<file path="src/rtl/conv_patch_feeder_pkg.sv">
`default_nettype none
// ============================================================================
// Module : conv_patch_feeder_pkg
// Brief  : Shared kernel geometry and patch byte-order helper for the feeder.
// Rev    : 1.0
// ============================================================================
package conv_patch_feeder_pkg;

    localparam int c_PIX_W       = 8;
    localparam int c_CH          = 3;
    localparam int c_KSIZE       = 3;
    localparam int c_TAPS        = c_KSIZE * c_KSIZE;
    localparam int c_PATCH_BYTES = c_TAPS * c_CH;

    // Byte slot of channel c, kernel row ky, kernel column kx in a patch word.
    function automatic int tap_index(input int c, input int ky, input int kx);
        return c * c_TAPS + ky * c_KSIZE + kx;
    endfunction

endpackage
`default_nettype wire

</file>
<file path="src/rtl/conv_patch_feeder_if.sv">
`default_nettype none
// ============================================================================
// Module : conv_patch_feeder_if
// Brief  : Pixel-in / patch-out stream bundle of the conv patch feeder.
// Rev    : 1.0
// ============================================================================
interface conv_patch_feeder_if
    import conv_patch_feeder_pkg::*;
#(
    parameter int DATA_W = c_PIX_W,
    parameter int CH     = c_CH
);
    logic                         pix_valid_i;
    logic                         pix_ready_o;
    logic                         pix_sof_i;
    logic [CH*DATA_W-1:0]         pix_data_i;
    logic                         patch_valid_o;
    logic                         patch_ready_i;
    logic [c_TAPS*CH*DATA_W-1:0]  patch_data_o;
    logic                         patch_last_o;
    logic                         frame_done_o;

    modport master (
        output pix_valid_i, pix_sof_i, pix_data_i, patch_ready_i,
        input  pix_ready_o, patch_valid_o, patch_data_o, patch_last_o, frame_done_o
    );

    modport slave (
        input  pix_valid_i, pix_sof_i, pix_data_i, patch_ready_i,
        output pix_ready_o, patch_valid_o, patch_data_o, patch_last_o, frame_done_o
    );
endinterface
`default_nettype wire

</file>
<file path="src/rtl/conv_line_buf.sv">
`default_nettype none
// ============================================================================
// Module : conv_line_buf
// Brief  : Dual line buffer word {lb1, lb0}; async read, read-before-write.
// Rev    : 1.0
// ============================================================================
module conv_line_buf #(
    parameter int DEPTH = 16,
    parameter int WIDTH = 48,
    parameter int AW    = (DEPTH > 1) ? $clog2(DEPTH) : 1
) (
    input  wire logic             clk_i,
    input  wire logic             wr_en_i,
    input  wire logic [AW-1:0]    addr_i,
    input  wire logic [WIDTH-1:0] wr_data_i,
    output logic      [WIDTH-1:0] rd_data_o
);
    logic [WIDTH-1:0] r_mem [DEPTH];

    assign rd_data_o = r_mem[addr_i];

    always_ff @(posedge clk_i) begin
        if (wr_en_i) begin
            r_mem[addr_i] <= wr_data_i;
        end
    end
endmodule
`default_nettype wire

</file>
<file path="src/rtl/conv_patch_feeder.sv">
`default_nettype none
// ============================================================================
// Module : conv_patch_feeder
// Brief  : Raster pixel stream -> 3x3xCH sliding-window patches (stride 1).
// Rev    : 1.0
// ============================================================================
module conv_patch_feeder
    import conv_patch_feeder_pkg::*;
#(
    parameter int IMG_W  = 16,
    parameter int IMG_H  = 16,
    parameter int DATA_W = c_PIX_W,
    parameter int CH     = c_CH
) (
    input  wire logic            clk_i,
    input  wire logic            rst_n,
    conv_patch_feeder_if.slave   bus
);
    localparam int c_PW = CH * DATA_W;
    localparam int c_XW = $clog2(IMG_W);
    localparam int c_YW = $clog2(IMG_H);
    localparam logic [c_XW-1:0] c_X_LAST = c_XW'(IMG_W - 1);
    localparam logic [c_YW-1:0] c_Y_LAST = c_YW'(IMG_H - 1);
    localparam logic [c_XW-1:0] c_X_TWO  = c_XW'(2);
    localparam logic [c_YW-1:0] c_Y_TWO  = c_YW'(2);

    logic [c_XW-1:0]          r_x;
    logic [c_YW-1:0]          r_y;
    logic                     r_patch_valid;
    logic                     r_patch_last;
    logic                     r_frame_done;
    logic [c_TAPS*c_PW-1:0]   r_patch_data;
    logic [c_PW-1:0]          r_win      [c_KSIZE][c_KSIZE];
    logic [c_PW-1:0]          w_win_next [c_KSIZE][c_KSIZE];
    logic [c_TAPS*c_PW-1:0]   w_patch;
    logic [2*c_PW-1:0]        w_lb_rd;
    logic [2*c_PW-1:0]        w_lb_wr;
    logic [c_XW-1:0]          w_x_eff;
    logic [c_YW-1:0]          w_y_eff;
    logic                     w_pix_ready;
    logic                     w_accept;
    logic                     w_emit;
    logic                     w_at_end;

    // A single output slot: new pixels flow only if the slot is free or retiring now.
    assign w_pix_ready = !r_patch_valid || bus.patch_ready_i;
    assign w_accept    = bus.pix_valid_i && w_pix_ready;

    // SOF re-anchors the beat to (0,0) regardless of where the counters were.
    assign w_x_eff  = bus.pix_sof_i ? '0 : r_x;
    assign w_y_eff  = bus.pix_sof_i ? '0 : r_y;
    assign w_emit   = (w_x_eff >= c_X_TWO) && (w_y_eff >= c_Y_TWO);
    assign w_at_end = (w_x_eff == c_X_LAST) && (w_y_eff == c_Y_LAST);

    // Upper half is the older row (lb1), lower half the newer row (lb0).
    assign w_lb_wr = {w_lb_rd[c_PW-1:0], bus.pix_data_i};

    conv_line_buf #(
        .DEPTH (IMG_W),
        .WIDTH (2 * c_PW),
        .AW    (c_XW)
    ) u_line_buf (
        .clk_i     (clk_i),
        .wr_en_i   (w_accept),
        .addr_i    (w_x_eff),
        .wr_data_i (w_lb_wr),
        .rd_data_o (w_lb_rd)
    );

    always_comb begin
        for (int ky = 0; ky < c_KSIZE; ky++) begin
            for (int kx = 0; kx < c_KSIZE - 1; kx++) begin
                w_win_next[ky][kx] = r_win[ky][kx+1];
            end
        end
        w_win_next[0][c_KSIZE-1] = w_lb_rd[2*c_PW-1:c_PW];
        w_win_next[1][c_KSIZE-1] = w_lb_rd[c_PW-1:0];
        w_win_next[2][c_KSIZE-1] = bus.pix_data_i;
    end

    always_comb begin
        w_patch = '0;
        for (int c = 0; c < CH; c++) begin
            for (int ky = 0; ky < c_KSIZE; ky++) begin
                for (int kx = 0; kx < c_KSIZE; kx++) begin
                    w_patch[tap_index(c, ky, kx)*DATA_W +: DATA_W] =
                        w_win_next[ky][kx][c*DATA_W +: DATA_W];
                end
            end
        end
    end

    always_ff @(posedge clk_i) begin
        if (w_accept) begin
            for (int ky = 0; ky < c_KSIZE; ky++) begin
                for (int kx = 0; kx < c_KSIZE; kx++) begin
                    r_win[ky][kx] <= w_win_next[ky][kx];
                end
            end
        end
    end

    always_ff @(posedge clk_i) begin
        if (!rst_n) begin
            r_x           <= '0;
            r_y           <= '0;
            r_patch_valid <= 1'b0;
            r_patch_last  <= 1'b0;
            r_frame_done  <= 1'b0;
            r_patch_data  <= '0;
        end else begin
            r_frame_done <= w_accept && w_at_end;
            if (w_accept) begin
                if (w_x_eff == c_X_LAST) begin
                    r_x <= '0;
                    r_y <= w_at_end ? '0 : w_y_eff + 1'b1;
                end else begin
                    r_x <= w_x_eff + 1'b1;
                    r_y <= w_y_eff;
                end
            end
            if (w_accept && w_emit) begin
                r_patch_valid <= 1'b1;
                r_patch_data  <= w_patch;
                r_patch_last  <= w_at_end;
            end else if (bus.patch_ready_i) begin
                r_patch_valid <= 1'b0;
                r_patch_last  <= 1'b0;
            end
        end
    end

    assign bus.pix_ready_o   = w_pix_ready;
    assign bus.patch_valid_o = r_patch_valid;
    assign bus.patch_data_o  = r_patch_data;
    assign bus.patch_last_o  = r_patch_last;
    assign bus.frame_done_o  = r_frame_done;
endmodule
`default_nettype wire

</file>
<file path="src/flat_wrapper.sv">
// flat-port wrapper written by rule: the top's interface ports become plain ports
module conv_patch_feeder_flat import conv_patch_feeder_pkg::*;
#(
    parameter int IMG_W  = 16,
    parameter int IMG_H  = 16,
    parameter int DATA_W = c_PIX_W,
    parameter int CH     = c_CH
)
  (clk_i, rst_n, bus_pix_valid_i, bus_pix_sof_i, bus_pix_data_i, bus_patch_ready_i, bus_pix_ready_o, bus_patch_valid_o, bus_patch_data_o, bus_patch_last_o, bus_frame_done_o);
  conv_patch_feeder_if #(.DATA_W(DATA_W), .CH(CH)) bus_i ();
  input  wire logic clk_i;
  input  wire logic rst_n;
  input wire logic [$bits(bus_i.pix_valid_i)-1:0] bus_pix_valid_i;
  input wire logic [$bits(bus_i.pix_sof_i)-1:0] bus_pix_sof_i;
  input wire logic [$bits(bus_i.pix_data_i)-1:0] bus_pix_data_i;
  input wire logic [$bits(bus_i.patch_ready_i)-1:0] bus_patch_ready_i;
  output wire logic [$bits(bus_i.pix_ready_o)-1:0] bus_pix_ready_o;
  output wire logic [$bits(bus_i.patch_valid_o)-1:0] bus_patch_valid_o;
  output wire logic [$bits(bus_i.patch_data_o)-1:0] bus_patch_data_o;
  output wire logic [$bits(bus_i.patch_last_o)-1:0] bus_patch_last_o;
  output wire logic [$bits(bus_i.frame_done_o)-1:0] bus_frame_done_o;
  assign bus_i.pix_valid_i = bus_pix_valid_i;
  assign bus_i.pix_sof_i = bus_pix_sof_i;
  assign bus_i.pix_data_i = bus_pix_data_i;
  assign bus_i.patch_ready_i = bus_patch_ready_i;
  assign bus_pix_ready_o = bus_i.pix_ready_o;
  assign bus_patch_valid_o = bus_i.patch_valid_o;
  assign bus_patch_data_o = bus_i.patch_data_o;
  assign bus_patch_last_o = bus_i.patch_last_o;
  assign bus_frame_done_o = bus_i.frame_done_o;
  conv_patch_feeder #(.IMG_W(IMG_W), .IMG_H(IMG_H), .DATA_W(DATA_W), .CH(CH)) u_core (.clk_i(clk_i), .rst_n(rst_n), .bus(bus_i));
endmodule
</file>
<file path="config.mk">
export PLATFORM = sky130hd
export DESIGN_NAME = conv_patch_feeder_flat
export DESIGN_NICKNAME = d
export VERILOG_FILES = /design/src/rtl/conv_patch_feeder_pkg.sv /design/src/rtl/conv_patch_feeder_if.sv /design/src/rtl/conv_line_buf.sv /design/src/rtl/conv_patch_feeder.sv /design/src/flat_wrapper.sv
export SDC_FILE = /design/constraint.sdc
export NUM_CORES = 1
export LEC_CHECK = 0
export CAP_MARGIN = 20
export CORE_ASPECT_RATIO = 1.75
export CORE_MARGIN = 4
export CORE_UTILIZATION = 30
export DETAILED_ROUTE_END_ITERATION = 10
export MAX_ROUTING_LAYER = met4
export PLACE_DENSITY_LB_ADDON = 0.08
export SKIP_LAST_GASP = 1
export SLEW_MARGIN = 30
export SYNTH_ARGS = -nofsm -noshare
export SYNTH_HDL_FRONTEND = slang
export SYNTH_SLANG_ARGS = --single-unit
</file>
<file path="constraint.sdc">
create_clock -name clk_i -period 16.3 [get_ports clk_i]
set_input_delay 1.63 -clock clk_i [delete_from_list [all_inputs] [get_ports clk_i]]
set_output_delay 1.63 -clock clk_i [all_outputs]
set_load 0.005 [all_outputs]
</file>
# Word-level counts from Yosys, hierarchy flattened
# Memory sizes are Yosys's and may differ from the RTL's.
# Cells that the tools add are included.
[totals]
regBits = 227
ram_bits = 984
input_bits = 29
wordCells = 32
mem_count = 2
[mem_list]
columns = ["name", "words", "width", "rd", "rd_clocked_by_memory_dff", "write_ports", "line", "source"]
rows = [
  ["u_core.u_line_buf.r_mem", 16, 48, 1, 0, 1, "conv_line_buf.sv:18", "logic [WIDTH-1:0] r_mem [DEPTH];"],
  ["u_core.r_win", 3, 72, 3, 0, 3, "conv_patch_feeder.sv:33", "logic [c_PW-1:0] r_win [c_KSIZE][c_KSIZE];"],
]
[op_classes]
n_addsub = 2
order_cmp = 2
eq_ne = 2
mux = 10
n_reduce_logical = 8
[op_table]
columns = ["cell", "count"]
rows = [
  ["4-bit two-way mux", 5],
  ["4-bit by 1-bit adder with 4-bit output, second input constant", 2],
  ["4-bit == test, second input constant", 2],
  ["4-bit by 2-bit greater-or-equal comparator with 1-bit output, second input constant", 2],
  ["1-bit logical AND", 5],
  ["1-bit two-way mux", 5],
  ["2-bit nonzero test", 1],
  ["1-bit logical NOT", 1],
  ["1-bit logical OR", 1],
]

# Depth between registers and ports, before layout
[logic_depth]
depth_word = 5
mapped_depth = 12
ltp_nobuf = 6

# Cells and area by module
# From an unflattened synthesis, not the netlist that was laid out.
[unflattened]
hier_cells = 2351
area_unflattened_um2 = 42249.3
[modules_own_cells]
columns = ["module", "n_inst", "cells_each", "area_per_inst_um2", "seq_area_each_um2"]
rows = [
  ["conv_line_buf", 1, 1195, 28775.1, 23062.1],
  ["conv_patch_feeder", 1, 1156, 13474.2, 8868.5],
]

# Worst setup path after synthesis
# No wires, ideal clock.
[synth_timing]
path_kind = "in2reg"
from = "input bus_patch_ready_i"
to = "memory u_core.u_line_buf.r_mem[4][0], enable pin"
setup_time_ns = 0.453
t_arrival_ns = 7.417
setup_slack_ns = 8.430
cell_stages = 6
path_buffers = 0
cell_sequence = "nor2b_1 > inv_1 > nand2_1 > inv_1 > nand2_1 > nor2_1"
[synth_between]
elab_chain_cells = 4
[synth_rtl]
columns = ["item", "line", "source"]
rows = [
  ["from (decl)", "flat_wrapper.sv:16", "input wire logic [$bits(bus_i.patch_ready_i)-1:0] bus_patch_ready_i;"],
  ["1-bit logical OR", "conv_patch_feeder.sv:46", "assign w_pix_ready = !r_patch_valid || bus.patch_ready_i;"],
  ["net bus_pix_ready_o", "flat_wrapper.sv:17", "output wire logic [$bits(bus_i.pix_ready_o)-1:0] bus_pix_ready_o;"],
  ["1-bit logical AND", "conv_patch_feeder.sv:47", "assign w_accept = bus.pix_valid_i && w_pix_ready;"],
  ["net u_core.u_line_buf.wr_en_i", "conv_line_buf.sv:13", "input wire logic wr_en_i,"],
  ["1-bit two-way mux", "conv_line_buf.sv:23", "if (wr_en_i) begin"],
  ["1-bit two-way mux (implied by the code)", "conv_line_buf.sv:24", "r_mem[addr_i] <= wr_data_i;"],
  ["to (decl)", "conv_line_buf.sv:18", ""],
]
# The timed path passes the listed nets, and every way through them passes these cells.

# Worst setup path after layout
[layout_timing]
from = "input bus_pix_sof_i"
to = "memory u_core.u_line_buf.r_mem[12][27], data pin"
[layout_between]
elab_chain_cells = 2
[layout_rtl]
columns = ["item", "line", "source"]
rows = [
  ["from (decl)", "flat_wrapper.sv:14", "input wire logic [$bits(bus_i.pix_sof_i)-1:0] bus_pix_sof_i;"],
  ["4-bit two-way mux", "conv_patch_feeder.sv:50", "assign w_x_eff = bus.pix_sof_i ? '0 : r_x;"],
  ["memory read 16 x 48 bit", "--", ""],
  ["net u_core.u_line_buf.rd_data_o[3]", "conv_line_buf.sv:16", "output logic [WIDTH-1:0] rd_data_o"],
]
# The timed path passes the listed nets, and every way through them passes these cells.

==> results.cfg <==
[sta]
finClkSkew_ns = 0.0247
setup_violations = 0
hold_viol_final = 0
rsz0062_at_grt = no
maxSlewViolCount = 0
tns_ns = 0
period_share_pct = 32.5
relSlewSlack_pct = 30.7
max_freq_mhz = 188
fin_crit_ns = 5.31
tightest_slew_ns = 1.04

[die]
ioPinCount = 249
coreArea_mm2 = 0.143
num_rows = 184
die_x_um = 295
die_area_mm2 = 0.150
initial_utilization_pct = 30.1
die_h_um = 510

[cells_and_area]
drive_gt1_share_pct = 9.56
syn_to_final_growth_pct = 18.8
final_nets = 3145
finalInstanceArea_mm2 = 0.0513
fin_util_pct = 35.8

[synthesis]
synthTopCellsByCount = edfxtp_1 (912), a21oi_1 (366), dfxtp_1 (227)
synth_top_cell_by_area = edfxtp_1
synth-simple-area-share_pct = 4.39
synth_top_family_by_area = compound AO/OA/AOI/OAI gates
synth_most_common_cell = edfxtp_1
synth_compound_area_share_pct = 13.0
synth_nets = 2981
synth-async-reset-ratio_pct = 0
synth.mux.area_fraction_pct = 5.73
yosysWarnings = 0
synthTopCellsByArea = edfxtp_1 (63%), dfxtp_1 (11%), mux2i_1 (4.4%)
synthFlopType = edfxtp_1
synth_top_area_share_pct = 63.4
yosysUniqueCellTypes = 43
synthAdderAreaFrac_pct = 0.0579
ys_ff_latch = 1139
ys_seq_area_share_pct = 73.9
synthXorXnorAreaFrac_pct = 0
synth-edff-count = 912
syn_inst = 2950
syn_area_mm2 = 0.0432
avgSynthCellArea_um2 = 14.7

[setup_path]
critPathCaptureType = flip-flop
path_max_fanout = 44
critical_path_class = input port to flip-flop
cp-start-kind = input port
critical_path_arrival_ns = 5.54
required_ns = 16.53

[clocking]
root_buffer = clkbuf_16
cts_buffers = 106
cts.sinks = 1139
cts.repair.resized = 0
cts_tree = done
cts_buffer_depth = 3
htreeDepth = 3
holdBufCountCts = 0
clk_pin_slew_ns = 0.06
clk_latency_ns = 0.71
post_cts_buffers = 0

[pwr]
p_leak_uw = 0.0164
p_total_uw = 6080
irDropWorstVdd_uv = 72.4
pwr_density_cell_mw_per_mm2 = 118

[routing]
drt-wirelength-per-cell_um = 26.9
route.detailed.drc = 0
drt-met1-wl_um = 57300
avgViaCountPerCell = 5.20
top_layer_used = met4
num_vias = 26300
firstDrtPassIters = 8
dr_wl_met2_um = 70300
dr.first_iter.drc_count = 2055
drt_wl_total_um = 136000
met3_length_um = 5760
antenna_left = 0

[global_route]
antenna_found_initial = 8
grt_pass1_wl_um = 194000
track_usage_pct = 18.2
grt-ovfl-total = 0
grt_max_degree = 139
grt_pass1_vias = 26900

[run_status]
run_status = finished clean

[placed_design]
placed_cell_area_mm2 = 0.0477
place_congestion = 0.733
io_buffers = 248
hpwl_um = 76800

[job]
cap_violations = 0

[min_path]
hold_class = flip-flop to flip-flop
## power breakdown
| group | internal [µW] | switching, µW | total, µW | leakage (µW) |
|---|---|---|---|---|
| Sequential | 3210 | 27.7 | 3240 | 0.0102 |
| Clock | 1450 | 1090 | 2540 | 0.00174 |
| Combinational | 81.1 | 219 | 300 | 0.00448 |
| Total | 4750 | 1340 | 6080 | 0.0164 |
## per-layer routing
layer,up-vias,track usage [%]
li1,11900,-
met1,13600,22.3
met2,707,32.0
met3,159,2.05
met4,0,4.87
met5,-,-
## registers in the layout, indices dropped and copies added, names as in the netlist
name	cells
u_core.u_line_buf.r_mem	768
u_core.bus.patch_data_o	216
u_core.r_win	144
u_core.r_x	4
u_core.r_y	4
u_core.bus.frame_done_o	1
u_core.bus.patch_last_o	1
u_core.bus.patch_valid_o	1
## path summary, 6_finish.rpt
kind / startpoint / to / slack [ns] / depth (start not counted)
setup / recovery: bus_pix_sof_i / u_core.u_line_buf.r_mem[12][27]$_DFFE_PP_ / 10.99 / 8
hold / removal: u_core.r_win[2][18]$_DFFE_PP_ / u_core.r_win[2][42]$_DFFE_PP_ / 0.45 / 0
setup reg to reg: u_core.r_x[0]$_SDFFE_PN0P_ / u_core.u_line_buf.r_mem[11][41]$_DFFE_PP_ / 11.86 / 6
hold reg to reg: u_core.r_win[2][18]$_DFFE_PP_ / u_core.r_win[2][42]$_DFFE_PP_ / 0.45 / 0
## metrics by stage
stage          instances  setup WS, ns  hold slack (ns)
4_1_cts             5056         11.03            0.451
3_3_place_gp        4858         10.36            0.433
3_5_place_dp        4861         10.26            0.435
5_1_grt             5062         10.96            0.452
2_1_floorplan       2950          8.43            0.426
6_report            5064         10.99            0.449
## placed cells by master, fill, tap and decap left out, drive strengths merged, types with 3 or more instances in the layout
cell type      count
a21oi            366
a221o             94
a221oi            48
a222oi            47
a311oi            49
buf               67
bufinv             9
clkbuf           146
clkdlybuf4s50    245
clkinv            37
clkinvlp           3
dfxtp            227
diode              3
edfxtp           912
inv               58
mux2              48
mux2i            191
nand2             57
nand2b             3
nand3            174
nand3b             3
nor2              60
nor2b              5
nor3               4
nor3b             48
nor4              10
o211ai             3
o21a               3
o21ai            217
o21bai            48
or3                3
## cells by family after synthesis
group	Yosys count
flip-flops	1139
AO/OA/AOI/OAI	881
buffers and inverters	314
multiplexers	240
adder cells (fa/ha/maj)	2
AND/OR/NAND/NOR	374
## critical path, cell delays in order
cell and delay (ns):
buf_4 0.47, buf_4 0.62, nand3b_1 0.22, buf_4 0.38
buf_4 0.62, a21oi_1 0.13, a222oi_1 0.56, nand2_1 0.64
## final cells by class
class	count	area [µm²]
Clock inverter	49	465
Fill cell	13700	92100
Inverter	58	234
Multi-Input combinational cell	1497	10200
Antenna cell	3	7.51
Tap cell	1860	2330
Sequential cell	1139	31900
Clock buffer	146	3070
Timing Repair Buffer	312	3120
(Power assumes the default switching activity.)
